--- config.mk ---
export PLATFORM = sky130hd
export DESIGN_NAME = fc_rx_word_sync
export DESIGN_NICKNAME = d
export VERILOG_FILES = /design/src/rtl/fc.sv /design/src/rtl/fc_byte_realign.sv /design/src/rtl/fc_rx_word_sync.sv
export SDC_FILE = /design/constraint.sdc
export NUM_CORES = 1
export LEC_CHECK = 0
export ABC_AREA = 0
export BUFFER_PORTS_ARGS = -buffer_cell sky130_fd_sc_hd__buf_2
export CORE_ASPECT_RATIO = 2
export CORE_MARGIN = 3
export CORE_UTILIZATION = 56
export DETAILED_ROUTE_END_ITERATION = 16
export GPL_TIMING_DRIVEN = 0
export HOLD_SLACK_MARGIN = 0.1
export PLACE_DENSITY = 0.81
export SLEW_MARGIN = 10
export SYNTH_ARGS = -nofsm -noshare
export SYNTH_HDL_FRONTEND = slang
export SYNTH_HIERARCHICAL = 1
export SYNTH_SLANG_ARGS = --single-unit
export TNS_END_PERCENT = 100
--- constraint.sdc ---
create_clock -name clk -period 2.7 [get_ports clk]
set_input_delay 0.54 -clock clk [delete_from_list [all_inputs] [get_ports clk]]
set_output_delay 0.54 -clock clk [all_outputs]
set_load 0.005 [all_outputs]
--- src/rtl/fc.sv ---
// Fibre Channel receive word-sync shared definitions.
// K28.5 comma code and the sync FSM state type.
package fc;

  localparam logic [7:0] K28_5 = 8'hBC;

  typedef enum logic [1:0] {
    LOSS,
    ACQ,
    SYNC
  } sync_state_t;

  function automatic logic [1:0] low_ofs(input logic [3:0] m);
    if (m[0])      return 2'd0;
    else if (m[1]) return 2'd1;
    else if (m[2]) return 2'd2;
    else           return 2'd3;
  endfunction

endpackage

--- src/rtl/fc_byte_realign.sv ---
// Picks BYTES line bytes from {cur, prev} at a byte offset and
// byte-swaps them into big-endian 32-bit words.
module fc_byte_realign #(
  parameter int BYTES = 4
) (
  input  logic [8*BYTES-1:0] cur_data,
  input  logic [BYTES-1:0]   cur_k,
  input  logic [8*BYTES-1:0] prev_data,
  input  logic [BYTES-1:0]   prev_k,
  input  logic [1:0]         lane,
  output logic [8*BYTES-1:0] word_data,
  output logic [BYTES-1:0]   word_k
);

  localparam int DW = $clog2(16*BYTES);
  localparam int KW = $clog2(2*BYTES);

  logic [16*BYTES-1:0] cat_d;
  logic [2*BYTES-1:0]  cat_k;
  logic [DW-1:0]       d_base;
  logic [KW-1:0]       k_base;
  logic [8*BYTES-1:0]  sel_d;
  logic [BYTES-1:0]    sel_k;

  // prev sits in the low bytes: it was first on the line
  assign cat_d  = {cur_data, prev_data};
  assign cat_k  = {cur_k, prev_k};
  assign d_base = DW'({lane, 3'b000});
  assign k_base = KW'(lane);
  assign sel_d  = cat_d[d_base +: 8*BYTES];
  assign sel_k  = cat_k[k_base +: BYTES];

  always_comb begin
    word_data = '0;
    word_k    = '0;
    for (int i = 0; i < BYTES; i++) begin
      word_data[8*(BYTES-1-i) +: 8] = sel_d[8*i +: 8];
      word_k[BYTES-1-i]             = sel_k[i];
    end
  end

endmodule

--- src/rtl/fc_rx_word_sync.sv ---
// Receive word alignment: comma-based sync FSM, error statistics
// and a two-beat realignment pipeline.
module fc_rx_word_sync
  import fc::*;
#(
  parameter int BYTES      = 4,
  parameter int ACQ_COUNT  = 3,
  parameter int LOSS_COUNT = 4,
  parameter int CNT_W      = 16
) (
  input  logic               clk,
  input  logic               reset_n,
  input  logic [8*BYTES-1:0] in_data,
  input  logic [BYTES-1:0]   in_datak,
  input  logic [BYTES-1:0]   in_err,
  input  logic               in_valid,
  input  logic               clear_cnt,
  output logic [8*BYTES-1:0] out_data,
  output logic [BYTES-1:0]   out_datak,
  output logic               out_valid,
  output logic               synced,
  output logic [1:0]         align_lane,
  output logic [CNT_W-1:0]   loss_cnt,
  output logic [CNT_W-1:0]   err_word_cnt
);

  if (BYTES != 4 && BYTES != 8) begin : g_bad_bytes
    $error("fc_rx_word_sync: BYTES must be 4 or 8");
  end

  localparam int AW = $clog2(ACQ_COUNT + 1);
  localparam int BW = $clog2(LOSS_COUNT + 1);

  sync_state_t        state;
  logic [AW-1:0]      acq_cnt;
  logic [BW-1:0]      bad_cnt;
  logic [8*BYTES-1:0] prev_data;
  logic [BYTES-1:0]   prev_k;
  logic [8*BYTES-1:0] word_data;
  logic [BYTES-1:0]   word_k;

  logic [3:0] ofs_hit;
  logic [3:0] lane_mask;
  logic       has_err;
  logic       has_comma;
  logic       wrong_comma;
  logic       bad_beat;
  logic       in_sync;
  logic       err_inc;
  logic       loss_inc;

  always_comb begin
    ofs_hit = '0;
    for (int i = 0; i < BYTES; i++) begin
      if (in_datak[i] && in_data[8*i +: 8] == K28_5)
        ofs_hit[2'(i)] = 1'b1;
    end
  end

  assign lane_mask   = 4'b0001 << align_lane;
  assign has_err     = |in_err;
  assign has_comma   = |ofs_hit;
  assign wrong_comma = |(ofs_hit & ~lane_mask);
  assign bad_beat    = has_err | wrong_comma;
  assign in_sync     = (state == SYNC);
  assign err_inc     = in_valid && in_sync && bad_beat;
  assign loss_inc    = err_inc &&
                       (bad_cnt >= BW'(LOSS_COUNT - 1));

  fc_byte_realign #(
    .BYTES(BYTES)
  ) u_realign (
    .cur_data (in_data),
    .cur_k    (in_datak),
    .prev_data(prev_data),
    .prev_k   (prev_k),
    .lane     (align_lane),
    .word_data(word_data),
    .word_k   (word_k)
  );

  always_ff @(posedge clk or negedge reset_n) begin
    if (!reset_n) begin
      state      <= LOSS;
      synced     <= 1'b0;
      align_lane <= 2'd0;
      acq_cnt    <= '0;
      bad_cnt    <= '0;
    end else if (in_valid) begin
      unique case (state)
        LOSS: begin
          if (has_comma && !has_err) begin
            state      <= ACQ;
            align_lane <= low_ofs(ofs_hit);
            acq_cnt    <= AW'(1);
          end
        end
        ACQ: begin
          if (has_err) begin
            state   <= LOSS;
            acq_cnt <= '0;
          end else if (wrong_comma) begin
            align_lane <= low_ofs(ofs_hit & ~lane_mask);
            acq_cnt    <= AW'(1);
          end else if (ofs_hit[align_lane]) begin
            if (acq_cnt >= AW'(ACQ_COUNT - 1)) begin
              state   <= SYNC;
              synced  <= 1'b1;
              acq_cnt <= '0;
              bad_cnt <= '0;
            end else begin
              acq_cnt <= acq_cnt + AW'(1);
            end
          end
        end
        SYNC: begin
          if (!bad_beat) begin
            bad_cnt <= '0;
          end else if (loss_inc) begin
            state   <= LOSS;
            synced  <= 1'b0;
            bad_cnt <= '0;
          end else begin
            bad_cnt <= bad_cnt + BW'(1);
          end
        end
        default: begin
          state  <= LOSS;
          synced <= 1'b0;
        end
      endcase
    end
  end

  always_ff @(posedge clk or negedge reset_n) begin
    if (!reset_n) begin
      prev_data <= '0;
      prev_k    <= '0;
      out_data  <= '0;
      out_datak <= '0;
      out_valid <= 1'b0;
    end else begin
      out_valid <= in_valid && in_sync;
      if (in_valid) begin
        prev_data <= in_data;
        prev_k    <= in_datak;
        out_data  <= word_data;
        out_datak <= word_k;
      end
    end
  end

  // counters saturate; clear wins over a same-cycle increment
  always_ff @(posedge clk or negedge reset_n) begin
    if (!reset_n) begin
      loss_cnt     <= '0;
      err_word_cnt <= '0;
    end else if (clear_cnt) begin
      loss_cnt     <= '0;
      err_word_cnt <= '0;
    end else begin
      if (loss_inc && loss_cnt != '1)
        loss_cnt <= loss_cnt + CNT_W'(1);
      if (err_inc && err_word_cnt != '1)
        err_word_cnt <= err_word_cnt + CNT_W'(1);
    end
  end

endmodule

### Yosys cells after proc, flatten, opt, wreduce, memory -nomap -nowiden

Index checks and enable logic that the tools add are counted.

* register bits after elaboration: 115
* input bits: 44
* output and inout port bits: 72
* logic and storage cells: 110

* add/subtract/negate cells: 4
* order comparisons: 3
* eq/ne operators: 18
* shift operators: 3
* mux-type cells: 44
* bitwise gates (word level): 4
* reductions and logical operators: 22

Operators with widths (number)
* 2-to-1 mux 16 bit: 4
* variable part select 64 x 6 -> 32 bit: 1
* 2-to-1 mux 2 bit: 18
* adder 16 x 1 -> 16 bit (second input constant): 2
* inequality test 16 bit (second input constant): 2
* 2-to-1 mux 3 bit: 6
* == test 8 bit (second input constant): 2
* inequality test 2 bit (second input constant): 7
* 2-to-1 mux 1 bit: 10
* inequality test 3 bit (second input constant): 3
* logical AND 1 bit: 8
* case mux 2 bit (2 select lines): 2
* AND reduction 8 bit: 1
* nonzero test 2 bit: 4
* OR reduction 4 bit: 2
* variable part select 8 x 3 -> 4 bit: 1
* AND reduction 7 bit: 1
* case mux 2 bit (3 select lines): 1
* case mux 3 bit (2 select lines): 1
* AND reduction 6 bit: 1
* AND reduction 5 bit: 1
* bitwise AND 2 x 4 -> 4 bit: 1
* inequality test 4 bit (second input constant): 1
* NOT 4 bit: 1
* other kinds (17): 17

### Depth between registers and ports, before layout

* word-level depth: 11
* depth in mapped cells: 8
* mapped depth without buffers: 8

### Hierarchy

Netlist, hierarchy kept.

By module, submodules not included
* fc_rx_word_sync: times used 1, cells each 414, area an instance 5068.6 um^2, seq. area each 2877.8 um^2
* fc_byte_realign: times used 1, cells each 44, area an instance 929.6 um^2, seq. area each 0.0 um^2

### Worst setup path before layout

OpenSTA, ideal clock, no wires.

* path kind: input to register
* start: input in_data[9]
* end: register loss_cnt[13]
* library setup time: 0.078 ns
* arrival: 2.661 ns
* data required time: 2.622 ns
* setup slack: -0.039 ns
* stages on the path: 6
* path buffers: 0
* cells stage by stage: or3b_1 or4_4 a31o_4 or4_4 or3_1 a21oi_1

* cells in the longest elaborated chain, start to end: 10

RTL lines
* from (decl): line fc_rx_word_sync.sv:13 `input logic [8*BYTES-1:0] in_data,`
* == test 8 bit: line fc_rx_word_sync.sv:55 `if (in_datak[i] && in_data[8*i +: 8] == K28_5)`
* logical AND 1 bit: line fc_rx_word_sync.sv:55
* 2-to-1 mux 1 bit: line fc_rx_word_sync.sv:55
* bitwise AND 2 x 4 -> 4 bit
* OR reduction 4 bit: line fc_rx_word_sync.sv:63 `assign wrong_comma = |(ofs_hit & ~lane_mask);`
* bitwise OR 1 bit: line fc_rx_word_sync.sv:64 `assign bad_beat = has_err | wrong_comma;`
* logical AND 1 bit: line fc_rx_word_sync.sv:66 `assign err_inc = in_valid && in_sync && bad_beat;`
* logical AND 1 bit: line fc_rx_word_sync.sv:67 `assign loss_inc = err_inc &&`
* logical AND 1 bit: line fc_rx_word_sync.sv:162 `if (loss_inc && loss_cnt != '1)`
* nonzero test 2 bit (no source line)
* to (signal assigned): line fc_rx_word_sync.sv:163 `loss_cnt <= loss_cnt + CNT_W'(1);`
* to (decl): line fc_rx_word_sync.sv:23 `output logic [CNT_W-1:0] loss_cnt,`

No other way between the ends.
A chain may end at the register's enable or synchronous reset.

### Worst setup path after layout

* start: input in_data[2]
* end: register loss_cnt[13]

The elaborated chain is that of the path after synthesis.

==> results.yml <==
flow_run:
  maxCapViolations: 0
sta:
  slew_viol_final: 0
  tightest_slew_ps: 834
  fmax_mhz: 390
  hold_viol: 0
  post-route-period-util_pct: 95.0
  layout_min_cycle_time_ps: 2570
  rsz0062_at_grt: "no"
  final-setup-viol-count: 0
  slew_headroom_pct: 44.4
  hold_slack_ps: 90.5
  clock_skew_ps: 6.62
die:
  die_width_um: 79.2
  design.core.area_um2: 10300
  dieArea_um2: 12100
  die_h_um: 152
  initial_utilization_pct: 58.3
  rows: 52
  io-pin-count: 116
routing:
  drt-vias-per-instance: 6.18
  post_drt_wl_per_cell_um: 21.1
  drc_errors: 0
  first_iter_violations: 227
  dr.pass1.iters: 5
  drt-total-wl_um: 15600
  met1_length_um: 5460
  top_layer: "met4"
  via_count: 4576
  wl_met3_um: 863
  ant_nets: 0
  dr_wl_met2_um: 8910
clocking:
  cts_buffers: 17
  clk_pin_slew_worst_paths_ps: 60
  htreeDepth: 4
  cts_max_path_buffers: 2
  post_cts_buffers: 0
  worstSkewPairLatency_ps: 410
  root_buffer: "clkbuf_16"
  cts_tree: "built"
  clkSinkCount: 115
setup_path:
  crit_type: "input pin to register"
  critPathCaptureType: "register"
  critical_path.most_common_cell: "or3_1"
  cp-start-kind: "input pin"
  crit_chain: "buf_2 -> or3b_1 -> or3_1 -> clkbuf_1 -> a31o_4 -> or4_4 -> or3_1 -> a21oi_1"
  ff2ff_path_depth: 6
  arrival_ps: 2890
  critPathMaxStageDelay_ps: 530
  crit_required_ps: 3030
  slowest_stage: "or4_4"
  crit_fanout: 8
pwr:
  powerDensity_nw_per_um2: 657
  combPwrFrac_pct: 10.0
  p_seq_share_pct: 40.0
  p_int_mw: 3.71
  power.leakage_nw: 3.26
  clockPowerShare_pct: 50.0
  ir_worst_vdd_mv: 0.528
  p_sw_mw: 1.17
  switching_share_pct: 24.0
final_layout:
  n_antenna_cell: 0
  fin_area_um2: 7440
  syn_to_final_growth_pct: 24.0
  drive_gt1_share_pct: 44.0
  mostFrequentLayoutCells: "dfrtp_1 (115), buf_2 (113), mux2_2 (73)"
  area.sequential_um2: 2880
  fillerInstances: 716
  layout_commonest_cell: "dfrtp_1"
  multiInputGateArea_um2: 2940
  layout.nets: 640
global_route:
  antenna_found_initial: 0
  grt_pass1_wl_um: 25200
  grt_pass1_vias: 4869
  grtUsageTotal_pct: 27.1
  grt_max_degree: 62
  grt-ovfl-total: 0
placement:
  hpwl_um: 11100
  post_dp_cell_area_um2: 6780
  gp_congestion: 0.854
  numPortBuffers: 114
logic_synthesis:
  yosys_warnings: 6
  synth_flop_cell: "dfrtp_1"
  postSynthAreaPerCell_um2: 13.1
  synth_edf_count: 0
  synth_nets: 506
  synth_area_um2: 6000
  netlist_instances: 458
  synth_seq_cells: 115
  synth_cell_type_count: 49
  synth-seq-area-share_pct: 48.0
  async_flop_share_pct: 100
min_path:
  hold_path.class: "input pin to async pin"
outcome:
  outcome: "finished clean"
-- per-stage QoR --
stage	TNS, ps	power [mW]	util (%)	std cells	setup WS [ps]
5_1_grt	0	5.04	72.4	740	64.5
4_1_cts	0	4.90	72.2	740	50.6
3_5_place_dp	-3650	2.47	65.9	708	-352
2_1_floorplan	0	2.21	-	458	19.6
3_3_place_gp	-36340	2.43	65.5	707	-490
6_report	0	4.88	72.4	740	135
-- worst max-delay path: cells and delay by family --
| kind | cells | cell delay, ps |
|---|---|---|
| AO/OA/AOI/OAI | 2 | 460 |
| buffers and inverters | 2 | 330 |
| AND/OR/NAND/NOR | 4 | 1550 |
-- metal layers --
layer	track usage, %	up-vias
met5	0	-
met4	11.1	0
met3	5.74	32
met2	50.1	177
met1	29.2	2366
li1	-	2001
-- final timing paths --
kind	start	to	slack, ps
max	in_data[2]	loss_cnt[13]$_DFFE_PN0P_	130
min	reset_n	err_word_cnt[0]$_DFFE_PN0P_	90
max reg2reg	align_lane[0]$_DFFE_PN0P_	loss_cnt[13]$_DFFE_PN0P_	210
min reg2reg	out_datak[1]$_DFFE_PN0P_	out_datak[1]$_DFFE_PN0P_	500
max in group asynchronous	reset_n	out_data[3]$_DFFE_PN0P_	1930
min in group clk	in_datak[3]	prev_k[3]$_DFFE_PN0P_	360
-- final cells by class --
| type | instances | area share, % |
|---|---|---|
| Inverter | 9 | 0.454 |
| Clock buffer | 18 | 5.90 |
| Buffer | 27 | 2.30 |
| Timing Repair Buffer | 115 | 8.12 |
| Tap cell | 135 | 2.27 |
| Clock inverter | 14 | 2.74 |
| Sequential cell | 115 | 38.7 |
| Multi-Input combinational cell | 307 | 39.5 |
-- cell families (layout without fill, tap and decap cells) --
| kind of cell | after synthesis | count (layout) | share of synthesized area, % |
|---|---|---|---|
| xor gates and xnor gates | 23 | 23 | 3.36 |
| buffers and inverters | 36 | 183 | 3.42 |
| AOI/OAI and AO/OA | 41 | 41 | 4.65 |
| DFF | 115 | 115 | 48.0 |
| muxes | 112 | 112 | 28.0 |
| and+or+nand+nor | 127 | 127 | 11.7 |
| adders and majority gates | 4 | 4 | 0.834 |
-- state kept, by name, indices dropped and copies added (netlist names) --
register / flops
bad_cnt: 3
out_datak: 4
acq_cnt: 2
prev_k: 4
err_word_cnt: 16
align_lane: 2
synced: 1
out_valid: 1
out_data: 32
loss_cnt: 16
state: 2
prev_data: 32
-- synth_stat cells, types with 10 or more instances --
library cell,n,area [um2]
xor2_1,12,105
nor4_1,13,81.3
dfrtp_1,115,2880
or3_1,10,62.6
nor2_1,29,109
nand2_1,16,60.1
mux4_2,31,698
nand3_1,15,75.1
mux2_2,73,822
xnor2_1,11,96.3
nand4_1,10,62.6
clkbuf_1,17,63.8
-- timing repair --
| action | in CTS | in global routing |
|---|---|---|
| endpoints found under the setup margin | 0 | 4 |
| hold buffers | 0 | 0 |
| resized for setup | 0 | 2 |
-- power groups by stage --
stage	Clock, mW	Combinational, mW	Sequential (mW)
3_5_place_dp	0	0.486	1.98
6_report	2.44	0.486	1.95
3_3_place_gp	0	0.464	1.97
2_1_floorplan	0	0.249	1.96
5_1_grt	2.54	0.526	1.97
4_1_cts	2.46	0.492	1.95
No activity file was read; power rests on OpenSTA's default activity.
